`config.mk`:
```
export PLATFORM = sky130hd
export DESIGN_NAME = aes_out_misr
export DESIGN_NICKNAME = d
export VERILOG_FILES = /design/src/rtl/aes_tb_pkg.sv /design/src/rtl/aes_out_misr_core.sv /design/src/rtl/aes_out_misr.sv
export SDC_FILE = /design/constraint.sdc
export NUM_CORES = 1
export LEC_CHECK = 0
export BUFFER_PORTS_ARGS = -buffer_cell sky130_fd_sc_hd__buf_2
export CAP_MARGIN = 20
export CORE_MARGIN = 4
export CORE_UTILIZATION = 45
export CTS_BUF_LIST = sky130_fd_sc_hd__clkbuf_4 sky130_fd_sc_hd__clkbuf_8 sky130_fd_sc_hd__clkbuf_16
export DETAILED_ROUTE_END_ITERATION = 12
export PLACE_DENSITY = 0.84
export SYNTH_ARGS = -nofsm -noshare
export SYNTH_HDL_FRONTEND = slang
export SYNTH_HIERARCHICAL = 1
export SYNTH_SLANG_ARGS = --single-unit
```
`constraint.sdc`:
```
create_clock -name clk -period 2.5 [get_ports clk]
set_input_delay 0.25 -clock clk [delete_from_list [all_inputs] [get_ports clk]]
set_output_delay 0.25 -clock clk [all_outputs]
set_load 0.05 [all_outputs]
```
`src/rtl/aes_tb_pkg.sv`:
```
// ============================================================================
// aes_tb_pkg : shared constants and MISR FSM state type for the AES-128 bench
// Rev 1.0
// ============================================================================
`default_nettype none

package aes_tb_pkg;

  localparam int AES_KEY_SIZE = 128;
  localparam logic [AES_KEY_SIZE-1:0] MISR_POLY_128 = 128'h87;
  localparam int DEFAULT_LATENCY = 21;

  typedef enum logic [1:0] {
    IDLE    = 2'd0,
    WARMUP  = 2'd1,
    COMPACT = 2'd2,
    DONE    = 2'd3
  } misr_state_e;

endpackage

`default_nettype wire

```
`src/rtl/aes_out_misr_core.sv`:
```
// ============================================================================
// misr_core : MISR signature register with seed load, enable and feedback
// Rev 1.0
// ============================================================================
`default_nettype none

module misr_core #(
  parameter int                  NUM_BITS = 128,
  parameter logic [NUM_BITS-1:0] POLY     = 128'h87,
  parameter logic [NUM_BITS-1:0] SEED     = '0
) (
  input  logic                clk,
  input  logic                rst_n,
  input  logic                load,
  input  logic                en,
  input  logic [NUM_BITS-1:0] data,
  output logic [NUM_BITS-1:0] sig,
  output logic [NUM_BITS-1:0] sig_next
);

  logic [NUM_BITS-1:0] upd;

  always_comb begin
    upd = {sig[NUM_BITS-2:0], 1'b0} ^ (sig[NUM_BITS-1] ? POLY : '0) ^ data;
    sig_next = sig;
    if (load)
      sig_next = SEED;
    else if (en)
      sig_next = upd;
  end

  always_ff @(posedge clk or negedge rst_n) begin
    if (!rst_n)
      sig <= SEED;
    else
      sig <= sig_next;
  end

endmodule

`default_nettype wire

```
`src/rtl/aes_out_misr.sv`:
```
// ============================================================================
// aes_out_misr : skips pipeline latency, compacts N AES output words into a
// MISR signature and holds it. Optional macro AES_MISR_CHECK_EN adds a
// golden-signature comparison (golden_sig in, pass/fail out).
// Rev 1.0
// ============================================================================
`default_nettype none

module aes_out_misr
  import aes_tb_pkg::*;
#(
  parameter int                  NUM_BITS = AES_KEY_SIZE,
  parameter int                  LATENCY  = DEFAULT_LATENCY,
  parameter int                  COUNT_W  = 32,
  parameter logic [NUM_BITS-1:0] POLY     = MISR_POLY_128,
  parameter logic [NUM_BITS-1:0] SEED     = '0
) (
  input  logic                clk,
  input  logic                rst_n,
  input  logic                start,
  input  logic [COUNT_W-1:0]  num_vectors,
  input  logic                in_en,
  input  logic [NUM_BITS-1:0] in_data,
`ifdef AES_MISR_CHECK_EN
  input  logic [NUM_BITS-1:0] golden_sig,
  output logic                pass,
  output logic                fail,
`endif
  output logic                busy,
  output logic                done,
  output logic [NUM_BITS-1:0] signature,
  output logic [COUNT_W-1:0]  vec_count
);

  localparam logic [COUNT_W-1:0] LAT_LAST = COUNT_W'(LATENCY - 1);

  misr_state_e         state_q, state_d;
  logic [COUNT_W-1:0]  lat_q;
  logic [COUNT_W-1:0]  nv_q;
  logic                start_ok;
  logic                absorb;
  logic [NUM_BITS-1:0] sig_next;

  assign start_ok = start && (state_q == IDLE || state_q == DONE);
  assign absorb   = (state_q == COMPACT) && in_en;
  assign busy     = (state_q == WARMUP) || (state_q == COMPACT);
  assign done     = (state_q == DONE);

  always_comb begin
    state_d = state_q;
    unique case (state_q)
      IDLE, DONE: begin
        if (start) begin
          // With no warm-up and nothing to absorb, COMPACT could never terminate.
          if (LATENCY == 0)
            state_d = (num_vectors == '0) ? DONE : COMPACT;
          else
            state_d = WARMUP;
        end
      end
      WARMUP: begin
        if (in_en && lat_q == LAT_LAST)
          state_d = (nv_q == '0) ? DONE : COMPACT;
      end
      COMPACT: begin
        if (in_en && (vec_count + COUNT_W'(1)) == nv_q)
          state_d = DONE;
      end
      default: state_d = IDLE;
    endcase
  end

  always_ff @(posedge clk or negedge rst_n) begin
    if (!rst_n) begin
      state_q   <= IDLE;
      lat_q     <= '0;
      nv_q      <= '0;
      vec_count <= '0;
    end else begin
      state_q <= state_d;
      if (start_ok) begin
        lat_q     <= '0;
        nv_q      <= num_vectors;
        vec_count <= '0;
      end else begin
        if (state_q == WARMUP && in_en)
          lat_q <= lat_q + COUNT_W'(1);
        if (absorb)
          vec_count <= vec_count + COUNT_W'(1);
      end
    end
  end

  misr_core #(
    .NUM_BITS (NUM_BITS),
    .POLY     (POLY),
    .SEED     (SEED)
  ) u_core (
    .clk      (clk),
    .rst_n    (rst_n),
    .load     (start_ok),
    .en       (absorb),
    .data     (in_data),
    .sig      (signature),
    .sig_next (sig_next)
  );

`ifdef AES_MISR_CHECK_EN
  // Compare against the value being written so the verdict lands with done.
  always_ff @(posedge clk or negedge rst_n) begin
    if (!rst_n) begin
      pass <= 1'b0;
      fail <= 1'b0;
    end else if (start_ok) begin
      pass <= 1'b0;
      fail <= 1'b0;
    end else if (state_d == DONE && state_q != DONE) begin
      pass <= (sig_next == golden_sig);
      fail <= (sig_next != golden_sig);
    end
  end
`endif

endmodule

`default_nettype wire

```
==> metrics, run 1 <==
number of synthesis warnings=6; master cell of the clock root buffer=clkbuf_16; category of the worst setup path capture point=register; status=completed; cells along the critical path=nand4_4 -> or3_4 -> or4_4 -> xnor2_2 -> nand3_2 -> nor4_4 -> a41o_1 -> o311ai_1; headroom to the max-slew limit=about 57%; portion of total power attributed to sequential cells=approximately 33%; number of buffer cells added on primary ports=about 330; crit path launch=vec_count[4]$_DFFE_PN0P_; average instance area after synthesis=between 10 and 15 µm²; endpoint arrival time on the critical path=between 2 and 3 ns; Avg Vias per Cell=5.39; number of antenna violations at the first check in global routing=0; data required time at the worst endpoint=about 2.9 ns; top post-synthesis cells by area=dfrtp_1 49%, xnor2_1 13%, a211oi_1 8.1%, nor2_1 6.1%, xor2_1 3.5%; top flip-flop cell by instance count after synthesis=dfrtp_1; Clk Latency, worst-skew pair=roughly 0.52 ns; shortest period the worst path allows=roughly 2.5 ns; hold_ws=0.0283 ns; Max Clock Freq=between 0.4 and 0.5 GHz; share of power burned in combinational logic=45.5%; largest area contributor in the netlist=dfrtp_1; FP Rows=58; post-synth design cell area=around 12000 µm²; Global Route Usage Sum=22.7%; layout net count=between 1500 and 2000; clock net sink count=226; residual DRC count=0; DPL Wire Length=24000 µm; total leakage power=a little under 7 nW; number of inserted diodes=0; crit path max fanout=6; fraction of final layout cells sized beyond drive strength 1=33.3%; largest net degree at the start of global routing=90; overall power after layout=~17 mW; Critical-path top delay cell=or4_4; total instance count after detailed placement=roughly 1800; total global routing overflow=0; first-pass iteration count of the detailed router=5; core area=about 25000 µm²; register area share after synthesis=48.7%; horizontal die dimension=approximately 170 µm; final critical-path setup slack=between 0.001 and 0.0015 ns; total clock buffers created by CTS=25; starting DRC count in detailed routing=just over 700; R2R setup slack=approximately 0.0010 ns; library cells used by synthesis=59; via count=between 10000 and 15000; final count of negative-setup-slack endpoints=0; net switching fraction of the power=between 40% and 50%; global-route wire length before repair=53300 µm; post-DR wirelength/cell=between 15 and 20 µm; final cell count without fillers=between 1500 and 2000; Int Pwr=about 9.5 mW; pre-CTS setup slack=-0.118 ns; area of all placed cells without fillers=between 15000 and 20000 µm²; remaining antenna violation count=0; placed cell areas=13900 µm²; H-Tree Depth=1; IR drop worst, VDD=approximately 0.00091 V; stage delay of the slowest cell on the critical path=approximately 0.45 ns; end point of the critical path=state_q[1]$_DFFE_PN0P_; total wire length=33500 µm; share of power burned in the clock network=a little over a fifth; launch point of the worst reg-to-reg path=vec_count[4]$_DFFE_PN0P_; Max Cap Violations=0; clock transition at the registers of the reported paths=about 0.06 ns; post-synthesis cell count=approximately 1100; final clock skew=between 0.015 and 0.02 ns; setup repair after global routing missed its margin=true; critical register-to-register path endpoint=state_q[1]$_DFFE_PN0P_; number of max-slew violations in the final report=0; area growth from synthesis to layout=30.7%; Die ar.=between 20000 and 30000 µm²; global placer's final weighted congestion=roughly 0.94; Starting Density=a little under half; FF-to-FF path depth=8; part of the cycle the worst path needs=~100%; measured slew at the worst slew-check pin=0.635 ns; y dimension of the die=around 170 µm; Top Ports=326; vias in the first global route=10000; final number of hold-violating endpoints=0; count of state elements after synthesis=about 230; share of async-settable or async-resettable flops after synthesis=100%; worst min-delay path startpoint=in_data[28]; min-delay worst type=in2reg; Power Density=approximately 1100 nW/µm²; clock tree from TritonCTS=done; Post-Syn Nets=approximately 1300; crit path kind=reg2reg; area share of the leading cell type in the synthesized netlist=~49%; switching power summed over all nets=7.82 mW; Max clock buf depth=3; EDFF count, synth=0; startpoint type of the worst setup path=register
==> cells in the final DEF (no fill, tap or decap), types with 24 or more instances in the layout <==
cell	instances
buf_4	56
xor2_1	46
dlygate4sd3_1	35
nand2_1	45
dfrtp_1	212
clkbuf_16	25
o21ai_0	24
a211oi_1	125
buf_2	324
xnor2_1	172
mux2_2	32
nor2_1	188
nand3_1	26
==> power by group through the flow <==
stage | combinational [mW] | sequential (mW) | clock (mW)
final | 7.88 | 5.76 | 3.68
after detailed placement | 7.77 | 5.75 | 0
after CTS | 7.85 | 5.73 | 3.75
after floorplan | 3.60 | 7.81 | 0
after global routing | 8.39 | 5.88 | 3.89
after global placement | 7.61 | 5.73 | 0
==> cell usage after synthesis (5+ instances only) <==
library cell,number
o21ai_0,24
buf_6,5
dfrtp_1,226
nor4_1,18
xnor2_1,173
buf_4,8
mux2_2,32
or3_1,15
nor3_1,17
a21oi_1,19
buf_1,5
a211oi_1,125
ha_1,6
nand4_1,19
nand2_1,46
nand3_1,28
clkbuf_1,18
buf_2,27
xor2_1,46
inv_1,7
and3_1,9
nor2_1,190
==> logic make-up after synthesis <==
| family | share of synthesized area [%] |
|---|---|
| and+or+nand+nor | 15.9 |
| AOI/OAI and AO/OA | 11.5 |
| xor gates and xnor gates | 16.5 |
| buffers and inverters | 3.17 |
| DFF | 48.7 |
| adders and majority gates | 0.647 |
| muxes | 3.45 |
==> timing repair <==
action / CTS / global route
pin swaps: 1 / 11
endpoints found under the hold margin: 99 / 0
resized for setup: 3 / 10
endpoints found under the setup margin: 2 / 11
hold buffers: 35 / 0
setup buffers: 0 / 8
==> metal layers <==
layer	vias to the layer above	GRT usage, %	wire length (µm)
met5	-	0	0
met2	378	39.2	16800
met4	0	5.68	977
li1	4726	-	-
met1	4873	29.5	13500
met3	69	4.44	2240
==> worst min path at each step <==
| stage | end | slack, ns | depth (start not counted) |
|---|---|---|---|
| after global routing | u_core/sig[101]$_DFF_PN0_ | 0.01 | 3 |
| after detailed placement | nv_q[14]$_DFFE_PN0P_ | 0.26 | 1 |
| final | u_core/sig[28]$_DFF_PN0_ | 0.03 | 3 |
| after floorplan | lat_q[0]$_DFFE_PN0P_ | -0.05 | 0 |
| after CTS | u_core/sig[78]$_DFF_PN0_ | 0.0009 | 3 |
| after global placement | nv_q[14]$_DFFE_PN0P_ | 0.26 | 1 |
==> per-stage QoR <==
stage	util [%]	setup TNS, ns
2_1_floorplan	-	-0.173
3_3_place_gp	54.9	-0.133
3_5_place_dp	54.9	-0.199
4_1_cts	59.6	0
5_1_grt	60.0	-0.147
6_report	60.0	0
==> area by class of cell <==
class                      count  area [µm²]
inverter                       8        35.0
clock inverter                 9        73.8
tap                          330         413
multi-input combinational    830        5660
sequential                   226        5670
clock buffer                  36         752
timing repair buffer         424        2560
fill                        2025       10100
==> flip-flops by register name (all words and copies together), names as in the netlist <==
name,flops
lat_q,32
nv_q,32
state_q,2
u_core/sig,128
vec_count,32
==> critical path, delay by kind of cell (launching register included) <==
family / cells / cell delay (ns)
compound gates: 2 / 0.31
flops: 1 / 0.44
simple gates: 5 / 1.45
xor+xnor: 1 / 0.16
Note: power is estimated with default switching activity, not from simulation.
==> run 2: changes to the inputs <==
ABC_AREA = 1   (was not set)
CORE_MARGIN = 5   (was 4)
PLACE_DENSITY = 0.83   (was 0.84)
TNS_END_PERCENT = 50   (was not set)
==> metrics, run 2 <==
status=completed; combinational family with the most area after synthesis=simple AND/OR/NAND/NOR gates; via count=12800 (+27%); count of state elements after synthesis=226 (unchanged); utilization after layout=57.0% (-3.0 points); min-delay worst type=in2reg; final clock skew=0.0129 ns (-0.00505 ns); H-Tree Depth=1 (unchanged); multiplexer fraction of the synthesized cell area=0% (-3.5 points); fraction of the mapped netlist area in compound gates=9.59% (-1.9 points); total instance count after detailed placement=2404 (+35%); total global routing overflow=0 (unchanged); data required time at the worst endpoint=2.93 ns (+0.05 ns); area share of the leading cell type in the synthesized netlist=43.9% (-4.9 points); Max Clock Freq=0.426 GHz (+6.5%); core area=28500 µm² (+13%); EDFF count, synth=0 (unchanged); Starting Density=45.3% (-0.67 points); clock tree from TritonCTS=done; post-DR wirelength/cell=16.5 µm (-7.9%); Most flops, register=u_core/sig; FP Rows=62 (+6.9%); vias in the first global route=12200 (+22%); headroom to the max-slew limit=61.0% (+3.8 points); post-synthesis cell count=1732 (+54%); crit path max fanout=5 (-1); endpoint arrival time on the critical path=2.78 ns (-0.10 ns); top flip-flop cell by instance count after synthesis=dfrtp_1; master cell of the clock root buffer=clkbuf_16; Avg Vias per Cell=5.13 (-4.9%); Top Ports=326 (unchanged); met1 track utilization from global routing=31.2% (+1.7 points); remaining antenna violation count=0 (unchanged); y dimension of the die=179 µm (+6.3%); overall power after layout=18.1 mW (+4.2%); startpoint type of the worst setup path=register; library cells used by synthesis=37 (-37%); global-route met2 utilization=39.8% (+0.68 points); share of synthesized cell area in and, or, nand and nor gates=27.2% (+11 points); Max clock buf depth=3 (unchanged); area growth from synthesis to layout=26.0%; crit path launch=vec_count[1]$_DFFE_PN0P_; first-pass iteration count of the detailed router=5 (unchanged); met3 Resource Use GR=4.70% (+0.27 points); share of async-settable or async-resettable flops after synthesis=100% (unchanged); number of antenna violations at the first check in global routing=1 (+1); Power Density=1110 nW/µm² (-2.7%); Clk Latency, worst-skew pair=0.53 ns (about the same); placed cell areas=15000 µm² (+7.9%); GRT Max-Usage Layer=met2; share of synthesized cell area in full adder, half adder and majority cells=0.582% (-0.065 points); total clock buffers created by CTS=26 (+4.0%); shortest period the worst path allows=2.35 ns (-0.152 ns); launch point of the worst reg-to-reg path=vec_count[1]$_DFFE_PN0P_; most frequent cells after synthesis=322 x nor2_1, 289 x nand2_1, 256 x inv_1; IR drop worst, VDD=0.000880 V (-3.5%); number of max-slew violations in the final report=0 (unchanged); area share of xor/xnor cells in the synthesized design=8.87% (-7.7 points); commonest non-fill, non-tap cells in the layout=324 x buf_2, 315 x nor2_1, 288 x nand2_1; clock net sink count=226 (unchanged); horizontal die dimension=179 µm (+6.3%); area of all placed cells without fillers=16200 µm² (+7.1%); final cell count without fillers=2489 (+34%); total wire length=41200 µm (+23%); top post-synthesis cells by area=dfrtp_1 44%, nor2_1 9.4%, xor2_1 8.7%, nand2_1 8.4%, inv_1 7.5%; starting DRC count in detailed routing=1152 (+62%); largest area contributor in the netlist=dfrtp_1; number of buffer cells added on primary ports=325 (unchanged); final count of negative-setup-slack endpoints=0 (unchanged); most common cell after layout, fill and taps aside=buf_2; Global Route Usage Sum=24.2% (+1.6 points); category of the worst setup path capture point=register; Post-Syn Nets=1902 (+47%); global placer's final weighted congestion=1.01 (+6.5%); largest net degree at the start of global routing=101 (+12%); fraction of final layout cells sized beyond drive strength 1=21.8% (-12 points); crit path kind=reg2reg; layout net count=2254 (+34%); Die ar.=32100 µm² (+13%); number of synthesis warnings=6 (unchanged); worst min-delay path startpoint=in_data[1]; flip-flop count of the largest register after layout=128 (unchanged); clock transition at the registers of the reported paths=0.06 ns (about the same); measured slew at the worst slew-check pin=0.585 ns (-0.0506 ns); Max Cap Violations=0 (unchanged); global-route wire length before repair=62900 µm (+18%); average instance area after synthesis=7.44 µm² (-28%); final number of hold-violating endpoints=0 (unchanged); post-synth design cell area=12900 µm² (+11%); total leakage power=9.11 nW (+34%); register area share after synthesis=43.9% (-4.9 points); part of the cycle the worst path needs=93.9% (-6.1 points); most frequently used cell type in the post-synthesis netlist=nor2_1; DPL Wire Length=29600 µm (+23%); residual DRC count=0 (unchanged)
## run 2: cell count changes in the layout (fill, tap and decap cells not counted), sizes merged, moves of 72 or more
| cell | before | now |
|---|---|---|
| nand3 | 31 | 103 |
| nor2 | 190 | 340 |
| nand2 | 46 | 306 |
| xnor2 | 173 | 0 |
| a211oi | 126 | 2 |
| xor2 | 46 | 128 |
| inv | 8 | 260 |
| o21ai | 24 | 194 |
## run 2: final timing paths
kind / to / slack, ns / cells past startpoint
setup reg to reg: state_q[1]$_DFFE_PN0P_ / 0.15 / 18
max in group asynchronous: u_core/sig[94]$_DFF_PN0_ / 1.50 / 3
hold reg to reg: lat_q[19]$_DFFE_PN0P_ / 0.50 / 1
setup / recovery: state_q[1]$_DFFE_PN0P_ / 0.15 / 18
hold / removal: u_core/sig[1]$_DFF_PN0_ / 0.05 / 5
min in group asynchronous: nv_q[13]$_DFFE_PN0P_ / 0.26 / 2
## run 2: through the flow
stage	TNS (ns)	setup WS (ns)	hold WS, ns
floorplan	0	0.166	-0.0456
global placement	0	0.154	0.245
detailed placement	0	0.0790	0.248
CTS	0	0.0699	0.0181
global route	-0.0382	-0.0234	0.0516
finish	0	0.153	0.0462
## run 2: power breakdown
part	switching, mW	total [mW]	internal (mW)
Sequential	1.03	5.73	4.70
Clock	1.58	3.79	2.21
Combinational	6.27	8.54	2.27
## run 2: cells by family after synthesis
logic type | after synthesis
compound gates | 241
flops | 226
xor+xnor | 129
fa+ha+maj | 6
buf+inv | 318
simple gates | 812
## run 2: repair_timing
item                                   in CTS  in global routing
setup endpoints to repair                   0                  3
hold buffers                               33                  0
buffers inserted                            0                  3
endpoints found under the hold margin      94                  0
gates resized for setup                     0                 17
## run 2: cell type report
| class | instances | area (µm²) |
|---|---|---|
| Antenna cell | 2 | 5.00 |
| Clock buffer | 30 | 693 |
| Clock inverter | 17 | 163 |
| Fill cell | 2561 | 12200 |
| Inverter | 260 | 985 |
| Multi-Input combinational cell | 1188 | 6020 |
| Sequential cell | 226 | 5660 |
| Tap cell | 384 | 480 |
| Timing Repair Buffer | 382 | 2230 |
## run 2: routing by layer
metal,wire length (µm),up-vias
met1,16500,5921
met4,1930,0
met3,3620,117
met2,19200,592
li1,-,6134
met5,0,-
## run 2: critical path, stage by stage, from the launching register on
cell,delay (ns)
dfrtp_1,0.41
buf_4,0.15
nand2_2,0.06
nor2_4,0.16
nand2_1,0.14
nand2_1,0.08
nand2_1,0.09
nand2_1,0.08
nand2_1,0.06
nor2_1,0.26
nand2_1,0.09
nor2_1,0.09
nand2_1,0.07
nor2_2,0.12
nand3_2,0.10
nand2_2,0.11
nand2_2,0.06
nand2_1,0.07
nand2_1,0.05
==> run 3: changes to the inputs <==
CORE_ASPECT_RATIO = 1.5   (was not set)
CORE_UTILIZATION = 49   (was 45)
PLACE_DENSITY = 0.88   (was 0.83)
==> metrics, run 3 (same netlist as run 2, synthesis figures left out) <==
status=completed; crit path kind=reg2reg; R2R setup slack=0.11 ns (-0.04 ns); min-delay worst type=in2reg; global placer's final weighted congestion=0.973 (-3.2%); clock net sink count=226 (unchanged); Critical-path top delay cell=dfrtp_2; Clk Latency, worst-skew pair=0.53 ns (about the same); master cell of the clock root buffer=clkbuf_16; clock tree from TritonCTS=done; total global routing overflow=0 (unchanged); horizontal die dimension=142 µm (-21%); endpoint arrival time on the critical path=2.82 ns (+0.04 ns); layout net count=2259 (+0.22%); final count of negative-setup-slack endpoints=0 (unchanged); data required time at the worst endpoint=2.93 ns (about the same); y dimension of the die=209 µm (+16%); total clock buffers created by CTS=24 (-7.7%); DPL Wire Length=29600 µm (-0.21%); flip-flop count of the largest register after layout=128 (unchanged); part of the cycle the worst path needs=95.7% (+1.8 points); largest net degree at the start of global routing=128 (+27%); Global Route Usage Sum=27.1% (+2.8 points); starting DRC count in detailed routing=1010 (-12%); Max Cap Violations=0 (unchanged); measured slew at the worst slew-check pin=0.756 ns (+0.171 ns); crit path max fanout=5 (unchanged); final number of hold-violating endpoints=0 (unchanged); global-route wire length before repair=65700 µm (+4.4%); remaining antenna violation count=0 (unchanged); via count=12900 (+0.99%); Power Density=1120 nW/µm² (+0.63%); stage delay of the slowest cell on the critical path=0.43 ns (+0.02 ns); headroom to the max-slew limit=49.1% (-12 points); Most flops, register=u_core/sig; final critical-path setup slack=0.108 ns (-0.0447 ns); total wire length=41300 µm (+0.23%); Die ar.=29700 µm² (-7.5%); FP Rows=72 (+16%); hold_ws=0.0209 ns (-0.0254 ns); Max clock buf depth=3 (unchanged); number of max-slew violations in the final report=0 (unchanged); first-pass iteration count of the detailed router=8 (+3); IR drop worst, VDD=0.000785 V (-11%); number of antenna violations at the first check in global routing=2 (+1); startpoint type of the worst setup path=register; Fill cells=2081 (-19%); cells along the critical path=buf_4 -> nand2_2 -> nor2_4 -> nand3_2 -> inv_1 -> nand2_1 -> nand2_1 -> nand2_1 -> nand2_1 -> nand2_1 -> nor2_1 -> nand2_1 -> nor2_2 -> nand3_1 -> nand2_2 -> nand2_2 -> nand2_1 -> nand2_1; worst min-delay path startpoint=in_data[7]; fraction of final layout cells sized beyond drive strength 1=22.0% (+0.24 points); Starting Density=49.8% (+4.6 points); most common cell after layout, fill and taps aside=buf_2; clock transition at the registers of the reported paths=0.07 ns (about the same); category of the worst setup path capture point=register; core area=25900 µm² (-9.2%); post-DR wirelength/cell=16.9 µm (+2.2%); Avg Vias per Cell=5.28 (+2.9%); vias in the first global route=12900 (+5.7%); launch point of the worst reg-to-reg path=vec_count[1]$_DFFE_PN0P_; H-Tree Depth=1 (unchanged); final clock skew=0.0104 ns (-0.00250 ns); residual DRC count=0 (unchanged); crit path launch=vec_count[1]$_DFFE_PN0P_; Top Ports=326 (unchanged); Most common cell on crit path=nand2_1; commonest non-fill, non-tap cells in the layout=324 x buf_2, 316 x nor2_1, 286 x nand2_1; Max Clock Freq=0.418 GHz (-1.9%); number of buffer cells added on primary ports=325 (unchanged); shortest period the worst path allows=2.39 ns (+0.0447 ns); area growth from synthesis to layout=26.1%; total leakage power=9.16 nW (+0.55%); pre-CTS setup slack=0.0410 ns (-0.0379 ns)
run 3: cell types whose count changed in the layout (fill, tap and decap cells not counted), moves of 2 or more:
| cell | delta |
|---|---|
| buf_4 | +6 |
| clkinv_2 | -6 |
| bufinv_16 | +2 |
| clkbuf_16 | -2 |
| dfrtp_1 | -2 |
| dfrtp_2 | +2 |
| nand2_1 | -2 |
| nand3_2 | -2 |
run 3: area by class of cell:
type,count,area (µm²),share of cell area [%]
Timing Repair Buffer,389,2300,14.1
Antenna cell,2,5.00,0.0308
Multi-Input combinational cell,1188,6020,37.0
Sequential cell,226,5660,34.8
Clock buffer,30,664,4.09
Tap cell,333,417,2.56
Clock inverter,14,201,1.24
Inverter,260,985,6.06
run 3: per-stage QoR:
step                TNS, ns  std cells  power, mW  util, %  area [µm²]
CTS                       0       2436       18.1     62.4       16100
floorplan                 0       1732       11.7        -       12900
global placement          0       2359       13.9     57.8       14900
detailed placement        0       2359       14.1     57.8       14900
finish                    0       2442       18.2     62.9       16300
global route        -0.0356       2442       19.3     62.9       16300
run 3: path summary, 6_finish.rpt:
kind,endpoint,cells past startpoint
setup / recovery,state_q[1]$_DFFE_PN0P_,18
max in group asynchronous,u_core/sig[107]$_DFF_PN0_,3
hold / removal,u_core/sig[7]$_DFF_PN0_,5
setup reg to reg,state_q[1]$_DFFE_PN0P_,18
min in group asynchronous,nv_q[10]$_DFFE_PN0P_,2
hold reg to reg,lat_q[19]$_DFFE_PN0P_,1
run 3: repair_timing:
action                                 in CTS  in global routing
resized for setup                           0                 20
endpoints found under the hold margin     104                  0
buffers inserted                            0                  4
hold buffers                               33                  0
setup endpoints to repair                   0                  2
run 3: worst max-delay path: cells and delay by family, from the launching register on:
kind	cells	cell delay (ns)
AND/OR/NAND/NOR	16	1.59
buffers and inverters	2	0.27
flip-flops	1	0.43
run 3: routing by layer:
layer / global-route usage [%] / part of all wire [%]
met4: 15.1 / 5.9
met1: 31.2 / 37
met2: 47.4 / 51
met3: 4.05 / 6.5
met5: 0 / 0
run 3: report_power, final:
group / total, mW / leakage, nW / switching [mW] / internal, mW
combinational: 8.57 / 5.75 / 6.27 / 2.30
clock: 3.89 / 0.424 / 1.56 / 2.32
sequential: 5.74 / 2.98 / 1.04 / 4.70
